## src/rtl/demo_alu_pkg.sv

```systemverilog
// Shared op codes, FSM state encoding and op-class helpers for the demo ALU.
// Imported by the ALU top, its iterative unit and the bench.
package demo_alu_pkg;

  localparam int OPW = 4;

  typedef enum logic [OPW-1:0] {
    OP_AND    = 4'd0,
    OP_OR     = 4'd1,
    OP_NOT    = 4'd2,
    OP_XOR    = 4'd3,
    OP_XNOR   = 4'd4,
    OP_ADD    = 4'd5,
    OP_SUB    = 4'd6,
    OP_SLL    = 4'd7,
    OP_SRL    = 4'd8,
    OP_SRA    = 4'd9,
    OP_ROL    = 4'd10,
    OP_POPCNT = 4'd11
  } alu_op_e;

  typedef enum logic [1:0] {
    ST_IDLE = 2'd0,
    ST_ITER = 2'd1
  } alu_state_e;

  // Shift/rotate ops consume B as a bit-position count.
  function automatic logic is_shift_op(input logic [OPW-1:0] op);
    return (op == OP_SLL) || (op == OP_SRL) || (op == OP_SRA) || (op == OP_ROL);
  endfunction

  function automatic logic is_legal_op(input logic [OPW-1:0] op);
    return op <= OP_POPCNT;
  endfunction

endpackage

```

## src/rtl/demo_alu_iter.sv

```systemverilog
// Iterative unit: one shift/rotate position or one popcount bit per step.
// Exposes the post-step result so the top can register it on the final step.
module demo_alu_iter
  import demo_alu_pkg::*;
#(
  parameter int WIDTH = 32,
  parameter int SHW   = $clog2(WIDTH)
) (
  input  logic             clk,
  input  logic             rst,
  input  logic             load,
  input  logic             step,
  input  logic [OPW-1:0]   op,
  input  logic [WIDTH-1:0] a,
  input  logic [SHW-1:0]   amount,
  output logic [WIDTH-1:0] result,
  output logic             last
);

  localparam int CW = SHW + 1;

  logic [WIDTH-1:0] acc_q;
  logic [WIDTH-1:0] acc_next;
  logic [CW-1:0]    pcnt_q;
  logic [CW-1:0]    pcnt_next;
  logic [CW-1:0]    cnt_q;
  logic [OPW-1:0]   op_q;

  always_comb begin
    acc_next  = acc_q;
    pcnt_next = pcnt_q;
    case (op_q)
      OP_SLL:    acc_next = {acc_q[WIDTH-2:0], 1'b0};
      OP_SRL:    acc_next = {1'b0, acc_q[WIDTH-1:1]};
      OP_SRA:    acc_next = {acc_q[WIDTH-1], acc_q[WIDTH-1:1]};
      OP_ROL:    acc_next = {acc_q[WIDTH-2:0], acc_q[WIDTH-1]};
      OP_POPCNT: begin
        acc_next  = {1'b0, acc_q[WIDTH-1:1]};
        pcnt_next = pcnt_q + CW'(acc_q[0]);
      end
      default:   acc_next = acc_q;
    endcase
  end

  always_ff @(posedge clk or posedge rst) begin
    if (rst) begin
      acc_q  <= '0;
      pcnt_q <= '0;
      cnt_q  <= '0;
      op_q   <= '0;
    end else if (load) begin
      acc_q  <= a;
      pcnt_q <= '0;
      op_q   <= op;
      // Popcount always walks every bit of A; shifts walk the requested amount.
      cnt_q  <= (op == OP_POPCNT) ? CW'(WIDTH) : {1'b0, amount};
    end else if (step) begin
      acc_q  <= acc_next;
      pcnt_q <= pcnt_next;
      cnt_q  <= cnt_q - CW'(1);
    end
  end

  assign last   = (cnt_q == CW'(1));
  assign result = (op_q == OP_POPCNT) ? WIDTH'(pcnt_next) : acc_next;

endmodule

```

## src/rtl/demo_alu.sv

```systemverilog
// Parametrised demo ALU: single-cycle logic/arithmetic ops plus iterative
// shift/rotate/popcount, with busy/done/err status and zero/carry flags.
module demo_alu
  import demo_alu_pkg::*;
#(
  parameter int WIDTH = 32
) (
  input  logic             clk,
  input  logic             rst,
  input  logic             start,
  input  logic [OPW-1:0]   op,
  input  logic [WIDTH-1:0] A,
  input  logic [WIDTH-1:0] B,
  output logic             busy,
  output logic             done,
  output logic             err,
  output logic [WIDTH-1:0] Y,
  output logic             zero,
  output logic             carry,
  output alu_state_e       dbg_state
);

  // Handshake: start is a request sampled every edge and accepted only in
  // IDLE; done is a one-cycle pulse marking Y/zero/carry/err as updated.
  localparam int SHW = $clog2(WIDTH);

  alu_state_e       state_q, state_d;
  logic             accept;
  logic             go_iter;
  logic [SHW-1:0]   amt;
  logic             iter_step;
  logic             iter_last;
  logic [WIDTH-1:0] iter_result;

  logic [WIDTH-1:0] sc_y;
  logic             sc_carry;
  logic             sc_err;
  logic [WIDTH:0]   wide;

  logic [WIDTH-1:0] y_q;
  logic             done_q;
  logic             err_q;
  logic             zero_q;
  logic             carry_q;

  assign amt       = B[SHW-1:0];
  assign accept    = start && (state_q == ST_IDLE);
  // A zero-position shift has nothing to iterate and completes like a logic op.
  assign go_iter   = (op == OP_POPCNT) || (is_shift_op(op) && (amt != '0));
  assign iter_step = (state_q == ST_ITER);

  demo_alu_iter #(
    .WIDTH(WIDTH),
    .SHW  (SHW)
  ) u_iter (
    .clk   (clk),
    .rst   (rst),
    .load  (accept && go_iter),
    .step  (iter_step),
    .op    (op),
    .a     (A),
    .amount(amt),
    .result(iter_result),
    .last  (iter_last)
  );

  always_comb begin
    sc_y     = '0;
    sc_carry = 1'b0;
    sc_err   = 1'b0;
    wide     = '0;
    case (op)
      OP_AND:  sc_y = A & B;
      OP_OR:   sc_y = A | B;
      OP_NOT:  sc_y = ~A;
      OP_XOR:  sc_y = A ^ B;
      OP_XNOR: sc_y = ~(A ^ B);
      OP_ADD: begin
        wide     = {1'b0, A} + {1'b0, B};
        sc_y     = wide[WIDTH-1:0];
        sc_carry = wide[WIDTH];
      end
      OP_SUB: begin
        // Top bit of the extended difference is the unsigned borrow.
        wide     = {1'b0, A} - {1'b0, B};
        sc_y     = wide[WIDTH-1:0];
        sc_carry = wide[WIDTH];
      end
      OP_SLL, OP_SRL, OP_SRA, OP_ROL: sc_y = A;
      OP_POPCNT: sc_y = '0;
      default: sc_err = !is_legal_op(op);
    endcase
  end

  always_comb begin
    state_d = state_q;
    case (state_q)
      ST_IDLE: if (accept && go_iter) state_d = ST_ITER;
      ST_ITER: if (iter_last) state_d = ST_IDLE;
      default: state_d = ST_IDLE;
    endcase
  end

  always_ff @(posedge clk or posedge rst) begin
    if (rst) begin
      state_q <= ST_IDLE;
      y_q     <= '0;
      done_q  <= 1'b0;
      err_q   <= 1'b0;
      zero_q  <= 1'b0;
      carry_q <= 1'b0;
    end else begin
      state_q <= state_d;
      done_q  <= 1'b0;
      if (accept && !go_iter) begin
        y_q     <= sc_y;
        carry_q <= sc_carry;
        err_q   <= sc_err;
        zero_q  <= (sc_y == '0);
        done_q  <= 1'b1;
      end else if (iter_step && iter_last) begin
        y_q     <= iter_result;
        carry_q <= 1'b0;
        err_q   <= 1'b0;
        zero_q  <= (iter_result == '0);
        done_q  <= 1'b1;
      end
    end
  end

  assign busy      = (state_q == ST_ITER);
  assign done      = done_q;
  assign err       = err_q;
  assign Y         = y_q;
  assign zero      = zero_q;
  assign carry     = carry_q;
  assign dbg_state = state_q;

endmodule

```

## config.mk

```make
export PLATFORM = sky130hd
export DESIGN_NAME = demo_alu
export DESIGN_NICKNAME = d
export VERILOG_FILES = /design/src/rtl/demo_alu_pkg.sv /design/src/rtl/demo_alu_iter.sv /design/src/rtl/demo_alu.sv
export SDC_FILE = /design/constraint.sdc
export NUM_CORES = 1
export LEC_CHECK = 0
export BUFFER_PORTS_ARGS = -buffer_cell sky130_fd_sc_hd__buf_4
export CORE_ASPECT_RATIO = 1.5
export CORE_MARGIN = 2
export CORE_UTILIZATION = 40
export CTS_CLUSTER_DIAMETER = 50
export DETAILED_ROUTE_END_ITERATION = 7
export GPL_ROUTABILITY_DRIVEN = 0
export MAX_ROUTING_LAYER = met4
export PLACE_DENSITY = 0.65
export SLEW_MARGIN = 0
export SYNTH_ARGS = -nofsm -noshare
export SYNTH_HDL_FRONTEND = slang
export SYNTH_HIERARCHICAL = 1
export SYNTH_SLANG_ARGS = --single-unit
```

## constraint.sdc

```tcl
create_clock -name clk -period 3.6 [get_ports clk]
set_input_delay 0.18 -clock clk [delete_from_list [all_inputs] [get_ports clk]]
set_output_delay 0.18 -clock clk [all_outputs]
set_load 0.05 [all_outputs]
```

Word-level counts from Yosys, hierarchy flattened --
Cells that the tools add are included.
Operators by class: $add $sub $neg 4, order comparisons 1, reduce and logical (&&, ||, !) cells 22, bitwise logic cells 5, equality and inequality tests 20, multiplexer cells 25
Operator list (count):
- $pmux 32 s8 | 1
- $mux 32 | 5
- $pmux 32 s4 | 1
- $logic_not 32->1 | 2
- $not 32->32 | 2
- $mux 6 | 6
- $add 32x32->33 | 1
- $sub 32x32->33 | 1
- $and 32x32->32 | 1
- $eq 4x4->1 const B | 8
- $or 32x32->32 | 1
- $xor 32x32->32 | 1
- $eq 4x3->1 const B | 5
- $reduce_or 12->1 | 1
- $eq 4x2->1 const B | 2
- $mux 1 | 8
- $add 6x1->6 | 1
- $eq 6x1->1 const B | 1
- $sub 6x1->6 const B | 1
- $logic_and 1x1->1 | 5
- $reduce_bool 5->1 | 1
- $eq 4x1->1 const B | 1
- $le 4x4->1 const B | 1
- $logic_not 4->1 | 1
- 12 further kinds | 19
Storage, ports and cells: word-level logic and storage cells 87, output and inout port bits 39, register bits 86

Logic depth before layout (Yosys ltp) --
Gate-level depths: netlist of run 1.
depth after elaboration 9, gate-level depth with buffers 16, mapped depth without buffers 15

Cells and area by module --
The synthesis of run 1 kept the hierarchy.
Modules (own cells, without submodules):
- demo_alu | seq. area each 925.9 µm², cells an instance 1219, area an instance 8236.6 µm², instances 1
- demo_alu_iter | seq. area each 1201.2 µm², cells an instance 398, area an instance 3354.5 µm², instances 1

Worst setup path before layout of run 1 --
Ideal clock, no wire load.
path type input-to-reg, start input port A[0], end register zero_q (netlist: zero), stages 15, setup slack 231 ps, arrival 3274 ps, path through inv_1 ha_1 inv_1 fa_1 nor3b_1 o311ai_2 nand2_1 a21o_2 o211a_1 nor3_1 mux2_2 nand4_1 or4_1 or4_1 o32ai_2
On the way: word-level cells in the longest chain between the ends 5
Ends and longest elaborated chain:
- from (decl) | RTL line demo_alu.sv:12 | input logic [WIDTH-1:0] A,
- branches (longest 2 deep; another with $sub 32x32->33)
- $pmux 32 s8 * | RTL line demo_alu.sv:72 | case (op)
- $logic_not 32->1 * | RTL line demo_alu.sv:119 | zero_q <= (sc_y == '0);
- $mux 1 * | RTL line demo_alu.sv:115 | if (accept && !go_iter) begin
- to (signal assigned) | RTL line demo_alu.sv:119
- to (signal assigned) | RTL line demo_alu.sv:125 | zero_q <= (iter_result == '0);
- to (decl) | RTL line demo_alu.sv:43 | logic zero_q;
Mark *: on every way between the ends. A chain may end at the register's enable or synchronous reset.

Final worst setup path of run 1 --
Ends and elaborated chain as after synthesis.

==> Implementation_results.wiki, run 1 <==
{| class="wikitable"
! Metric !! Value
|-
| Final period util || 0.9739
|-
| Floorplan die width || 143.0 µm
|-
| Status || finished clean
|-
| Worst Setup SP || A[0]
|-
| Count of maximum capacitance violations || 0
|-
| H-Tree Depth || 3
|-
| Summed instance area of the synthesized netlist || 11590 µm²
|-
| Register Area || 2127 µm²
|-
| Routed Wire Length || 47.63 mm
|-
| Proportion of synthesized chip area in sequential cells || 0.1835
|-
| Combined area of the multi-input logic cells || 8496 µm²
|-
| Proportion of synthesized flip-flops having asynchronous set or reset || 1.000
|-
| Max-slew headroom at the worst pin || 0.3886
|-
| Total global-route track usage || 0.3188
|-
| CTS tree || built
|-
| Top post-synthesis cells by count || nor2_1, nand2_1, a21oi_1
|-
| P per Cell Area || 539.3 nW/µm²
|-
| Final hold violation count || 0
|-
| Boundary Pins || 110
|-
| CP max-delay cell || or4_4
|-
| Detailed-router iteration count before antenna repair || 8
|-
| Overall power after layout || 7849 µW
|-
| Skew final || 0.01001 ns
|-
| Core area || 28620 µm²
|-
| CTS sink cnt || 85
|-
| Average size of a mapped cell || 7.168 µm²
|-
| Crit path to || zero
|-
| CP most frequent cell || buf_4
|-
| Area growth from synthesis to layout || 25.56%
|-
| Clock transition at the registers of the reported paths || 0.07 ns
|-
| Ratio of routed vias to standard cells || 6.369
|-
| Worst-case reg-to-reg path depth || 9
|-
| Layout filler cell count || 2804
|-
| Maximum fanout along the worst path || 4
|-
| Die Y-Extent || 212.5 µm
|-
| Largest cells by area after synthesis || dfrtp_1, ha_1, a21oi_1
|-
| Tmin final || 3.506 ns
|-
| Number of nets in the layout || 2034
|-
| Wire length per cell || 21.17 µm
|-
| Grt total ovfl || 0
|-
| Data required time of the critical path || 3.86 ns
|-
| # rows || 76
|-
| Cells after Synth || 1617
|-
| Wire length of the first global-routing pass || 73.37 mm
|-
| Critical-path cell list || buf_4, inv_1, ha_1, inv_1, fa_1, nor3b_1, o311ai_2, buf_4, nand2_1, buf_4, a22oi_1, nand3_1, a21boi_1, nand4_1, and4bb_1, nand4_1, or4_4, o32ai_2
|-
| Share of the synthesized area in the top cell type || 0.1835
|-
| Worst Path Class, Setup || input pin to register
|-
| Number of inserted diodes || 0
|-
| Post-route antenna net violation count || 0
|-
| Number of flops mapped to enable cells by yosys || 0
|-
| Initial cell density of the core || 0.4050
|-
| Cell count of the worst hold path || 3
|-
| Worst voltage drop across the vdd grid || 0.0002938 V
|-
| Vias || 14.33k
|-
| Clk Latency, worst-skew pair || 0.36 ns
|-
| Max clock buf depth || 2
|-
| Buffering stage count on the worst path with inverters included || 5
|-
| Antenna violations before repair || 0
|-
| Post-route non-filler standard cell count || 2250
|-
| Half-perimeter wire length after placement || 37.49 mm
|-
| Leakage power || 0.006641 µW
|-
| Largest stage delay, worst path || 0.54 ns
|-
| Stages on the worst setup path || 18
|-
| Number of distinct library cell variants in the gate-level netlist after synthesis || 95
|-
| FMAX || 0.2852 GHz
|-
| Number of synthesis warnings || 6
|-
| Max-slew violation count || 0
|-
| Violation count after the first detailed-routing iteration || 1699
|-
| Category of cells accounting for the largest share of critical-path delay || simple AND/OR/NAND/NOR gates
|-
| Worst r2r src || u_iter/op_q[2]
|-
| Die Area || 30380 µm²
|-
| Sort of element at the end of the critical path || register
|-
| Transition time at the pin with the least slew margin || 0.9151 ns
|-
| Number of design rule violations left after detail routing || 0
|-
| Flops & latches, synth || 85
|-
| Via count of the first global-routing pass || 13.63k
|-
| Port-buffer cells || 108
|-
| Path category of the worst min-delay check || input pin to register
|-
| Biggest area consumer among synthesized cells || dfrtp_1
|-
| CTS Root Buffer Type || clkbuf_16
|-
| Critical path startpoint category || input pin
|-
| Share of post-route cells with drive strength above 1 || 0.2280
|-
| Number of instances in the placed design || 2230
|-
| Primary FF master, synth || dfrtp_1
|-
| Total CTS buffers || 9
|-
| Maximum number of pins on one net before global-route repair || 70
|-
| Reg2Reg Setup Slack || 0.37 ns
|-
| Total of endpoints with negative setup slack in the final report || 0
|-
| Top-count cell post-synth || nor2_1
|-
| CP arrival || 3.77 ns
|-
| Syn nets || 1796
|-
| Worst reg2reg endpoint || zero
|}
[cells by family (layout without fill, tap and decap cells)]
| group | count (synthesis) | count (layout) | share of synthesized area |
|---|---|---|---|
| AOI/OAI and AO/OA | 600 | 600 | 0.3524 |
| xor gates and xnor gates | 14 | 14 | 0.01058 |
| adders and majority gates | 108 | 108 | 0.1179 |
| buffers and inverters | 247 | 490 | 0.09197 |
| DFF | 85 | 85 | 0.1835 |
| muxes | 19 | 19 | 0.01727 |
| other | 1 | 1 | 0.0003235 |
| and+or+nand+nor | 543 | 543 | 0.2260 |
[routing by layer]
metal | up-vias | part of all wire | GRT usage | wire, µm
li1 | 6457 | - | - | -
met2 | 909 | 0.47 | 0.5097 | 22220
met4 | 0 | 0.084 | 0.2305 | 3999
met3 | 263 | 0.091 | 0.04595 | 4347
met1 | 6702 | 0.36 | 0.3625 | 17060
met5 | - | 0 | - | 0
[stage by stage]
step                      utilization  area (µm²)    TNS, ns  setup WS [ns]  hold WS, ns
after CTS                      0.5065       14500          0         0.1221       0.1109
after floorplan                     -       11590          0         0.2306       0.2968
final                          0.5085       14550          0        0.09411       0.1220
after detailed placement       0.4948       14160    -0.2392        -0.2392       0.3260
after global routing           0.5085       14550  -0.001176      -0.001176       0.1264
after global placement         0.4948       14160    -0.2313        -0.2313       0.3380
[cell usage in the layout (no fill, tap or decap), types with 17 or more instances in the layout]
cell type    n
buf_4      346
nor2_1     161
nand2_1    148
a21oi_1    126
inv_1      122
o21ai_0    120
ha_1       106
dfrtp_1     85
o22ai_1     64
nand3_1     46
nor3_1      42
o211ai_1    26
a22oi_1     26
nand2b_1    23
a211oi_1    21
o31ai_1     20
a31oi_1     17
nand4_1     17
a221oi_1    17
[worst min-delay path by stage]
stage,slack [ns],to,startpoint
2_1_floorplan,0.30,u_iter/cnt_q[0],B[0]
3_3_place_gp,0.34,done,rst
3_5_place_dp,0.33,u_iter/acc_q[28],rst
4_1_cts,0.11,u_iter/acc_q[22],A[22]
5_1_grt,0.13,u_iter/acc_q[22],A[22]
6_report,0.12,u_iter/acc_q[30],A[30]
[power by group]
| part | switching [µW] | total [µW] | leakage, µW | internal, µW |
|---|---|---|---|---|
| sequential | 528 | 1920 | 0.00101 | 1390 |
| clock | 401 | 1030 | 0.000152 | 628 |
| combinational | 3080 | 4900 | 0.00548 | 1820 |
[area by class of cell]
| type | instances | area share |
|---|---|---|
| Clock buffer | 11 | 0.01668 |
| Clock inverter | 5 | 0.005760 |
| Inverter | 125 | 0.03224 |
| Multi-Input combinational cell | 1285 | 0.5837 |
| Sequential cell | 85 | 0.1461 |
| Tap cell | 390 | 0.03353 |
| Timing Repair Buffer | 349 | 0.1819 |
[worst register-to-register path, stage by stage (launching register included)]
cell and delay, ns:
dfrtp_1 0.51, nand2b_1 0.54, nand2_2 0.46, o21ai_0 0.27, o21ai_0 0.21, nor4_1 0.35, nand4_1 0.26, nor3_1 0.27
a21oi_1 0.10, o32ai_2 0.15
[what timing repair did]
action / in CTS / in global routing
hold endpoints to repair: 67 / 0
hold buffers: 1 / 0
buffers inserted: 0 / 3
gates resized for setup: 0 / 12
setup endpoints to repair: 0 / 1
[state kept, by name (all words and copies together) (netlist names)]
| register | count |
|---|---|
| dbg_state | 1 |
| u_iter/cnt_q | 6 |
| Y | 32 |
| u_iter/acc_q | 32 |
| zero | 1 |
| u_iter/pcnt_q | 6 |
| u_iter/op_q | 4 |
| carry | 1 |
| err | 1 |
| done | 1 |
No activity file was read; power rests on OpenSTA's default activity.
==> run 2: changes to the inputs <==
--- a/config.mk
+++ b/config.mk
@@ -6,5 +6,5 @@
 export NUM_CORES = 1
 export LEC_CHECK = 0
-export BUFFER_PORTS_ARGS = -buffer_cell sky130_fd_sc_hd__buf_4
+export BUFFER_PORTS_ARGS = -buffer_cell sky130_fd_sc_hd__buf_2
 export CORE_ASPECT_RATIO = 1.5
 export CORE_MARGIN = 2
==> constraint.sdc (replaced) <==
create_clock -name clk -period 4.3 [get_ports clk]
set_input_delay 0.645 -clock clk [delete_from_list [all_inputs] [get_ports clk]]
set_output_delay 0.645 -clock clk [all_outputs]
set_load 0.05 [all_outputs]
==> run 2 against run 1 <==
Against the previous run:
- sequential cell count did not move
- final area decreased by 7.6%
- die area unchanged
- non-clock buffer count is 96 lower
- wire length down 1.4%
- setup slack better by 0.061 ns
- combinational power shrank 20%
- final cell count is 4.3% lower
- via count shrank 2.6%
- critical path depth fell by 3
- sequential share of layout area up 1.2 points
- critical endpoint unchanged
==> Implementation_results.wiki, run 2 (synthesized netlist as in run 1, its figures left out) <==
{| class="wikitable"
! Metric !! Value
|-
| Status || finished clean
|-
| Commonest cells after routing, fill and taps aside || nor2_1, nand2_1, buf_4
|-
| H-Tree Depth || 3
|-
| Half-perimeter wire length after placement || 36.75 mm
|-
| Number of inserted diodes || 0
|-
| Worst Path Class, Setup || input pin to register
|-
| Net switching power || 3317 µW
|-
| Leakage power || 0.006061 µW
|-
| Part of the total power dissipated in the clock network || 0.117
|-
| Data required time of the critical path || 4.56 ns
|-
| Total of endpoints with negative setup slack in the final report || 0
|-
| Leading cell type in the layout, fill and taps excluded || nor2_1
|-
| Clk Latency, worst-skew pair || 0.36 ns
|-
| Post-DP Area || 13180 µm²
|-
| Total global-route track usage || 0.3142
|-
| P per Cell Area || 461.1 nW/µm²
|-
| CTS sink cnt || 85
|-
| Cts hold-fix bufs || 0
|-
| Core area || 28620 µm²
|-
| CTS tree || built
|-
| Initial cell density of the core || 0.4050
|-
| Via count of the first global-routing pass || 13.12k
|-
| Combinational power share || 0.630
|-
| Total CTS buffers || 9
|-
| Switching portion of total power || 0.5349
|-
| Path category of the worst min-delay check || input pin to async pin
|-
| Maximum number of pins on one net before global-route repair || 54
|-
| Highest routing layer actually used || met4
|-
| Maximum fanout along the worst path || 3
|-
| Wire length the detailed router placed on met1 || 17.47 mm
|-
| Ratio of routed vias to standard cells || 6.484
|-
| Final core occ || 0.4698
|-
| Max-slew headroom at the worst pin || 0.1977
|-
| Post-route antenna net violation count || 0
|-
| Detailed-router iteration count before antenna repair || 6
|-
| Post-cts gate resize count || 0
|-
| Die Y-Extent || 212.5 µm
|-
| Sort of element at the end of the critical path || register
|-
| FMAX || 0.2413 GHz
|-
| Grt total ovfl || 0
|-
| # rows || 76
|-
| Number of buffers added for setup after CTS || 0
|-
| Max clock buf depth || 2
|-
| Clock transition at the registers of the reported paths || 0.06 ns
|-
| Vias || 13.96k
|-
| Met2 Wirelength || 21.71 mm
|-
| Wire length of the first global-routing pass || 72.17 mm
|-
| Number of instances in the placed design || 2138
|-
| Count of maximum capacitance violations || 0
|-
| Tmin final || 4.145 ns
|-
| Design Area, Final || 13450 µm²
|-
| Floorplan die width || 143.0 µm
|-
| CP max-delay cell || or4_1
|-
| Routed Wire Length || 46.98 mm
|-
| Number of nets in the layout || 1938
|-
| Transition time at the pin with the least slew margin || 1.202 ns
|-
| Share of post-route cells with drive strength above 1 || 0.1832
|-
| CP arrival || 4.41 ns
|-
| Reg power frac || 0.253
|-
| Violation count after the first detailed-routing iteration || 1667
|-
| Area growth from synthesis to layout || 16.01%
|-
| Port-buffer cells || 108
|-
| P_int || 2884 µW
|-
| Worst voltage drop across the vdd grid || 0.0002648 V
|-
| CTS Root Buffer Type || clkbuf_16
|-
| Critical-path cell list || buf_2, inv_1, ha_1, inv_1, fa_1, nor3b_1, o311ai_2, nand2_1, a21o_2, a311oi_1, nand4_1, and4bb_1, nand4_1, or4_1, o32ai_2
|-
| Total length of routed met3 wires || 3.850 mm
|-
| Die Area || 30380 µm²
|-
| Final hold violation count || 0
|-
| Number of design rule violations left after detail routing || 0
|-
| Largest stage delay, worst path || 0.57 ns
|-
| Max-slew violation count || 0
|-
| Critical path startpoint category || input pin
|-
| Wire length per cell || 21.82 µm
|-
| Boundary Pins || 110
|-
| Skew final || 0.005455 ns
|-
| Post-route non-filler standard cell count || 2153
|-
| Antenna violations before repair || 0
|-
| Final period util || 0.9639
|}
==> run 2: layer usage <==
layer / GRT usage / vias up
li1: - / 6258
met1: 0.3635 / 6551
met2: 0.5027 / 878
met3: 0.04009 / 272
met4: 0.2192 / 0
met5: - / -
==> run 2: per-stage QoR <==
step / setup WS (ns) / TNS (ns) / hold slack [ns] / power, µW
after floorplan: 0.4656 / 0 / 0.4574 / 4223
after global placement: -0.08350 / -0.08350 / 0.4959 / 5301
after detailed placement: -0.1159 / -0.1159 / 0.4842 / 5378
after CTS: 0.2186 / 0 / 0.4210 / 6123
after global routing: -0.003271 / -0.003271 / 0.4558 / 6585
final: 0.1552 / 0 / 0.4074 / 6201
==> run 2: power by group through the flow <==
| stage | Sequential, µW | Clock [µW] | Combinational [µW] |
|---|---|---|---|
| after global placement | 1550 | 0 | 3750 |
| after CTS | 1550 | 745 | 3830 |
| after floorplan | 1980 | 0 | 2240 |
| after global routing | 1610 | 771 | 4210 |
| final | 1570 | 728 | 3910 |
| after detailed placement | 1560 | 0 | 3820 |
==> run 2: final timing paths <==
| path | start | endpoint | slack (ns) | cells after the start |
|---|---|---|---|---|
| max in group asynchronous | rst | u_iter/pcnt_q[0] | 3.34 | 3 |
| worst min-delay path | rst | Y[20] | 0.41 | 3 |
| worst min register to register | Y[17] | Y[17] | 0.49 | 2 |
| min in group clk | Y[17] | Y[17] | 0.49 | 2 |
| worst max register to register | u_iter/op_q[3] | zero | 0.80 | 9 |
| worst max-delay path | A[0] | zero | 0.16 | 15 |
==> run 2: worst max-delay path, delay by kind of cell <==
family          cells  cell delay [ns]
compound gates      4             1.39
fa+ha+maj           2             0.58
buf+inv             3             0.25
simple gates        6             1.54
==> run 2: cell type report <==
class                      count  area (µm²)
tap                          390       488.0
clock buffer                  11       242.7
inverter                     125       469.2
clock inverter                 4       25.02
timing repair buffer         253        1629
fill                        2905       15180
sequential                    85        2127
multi-input combinational   1285        8466
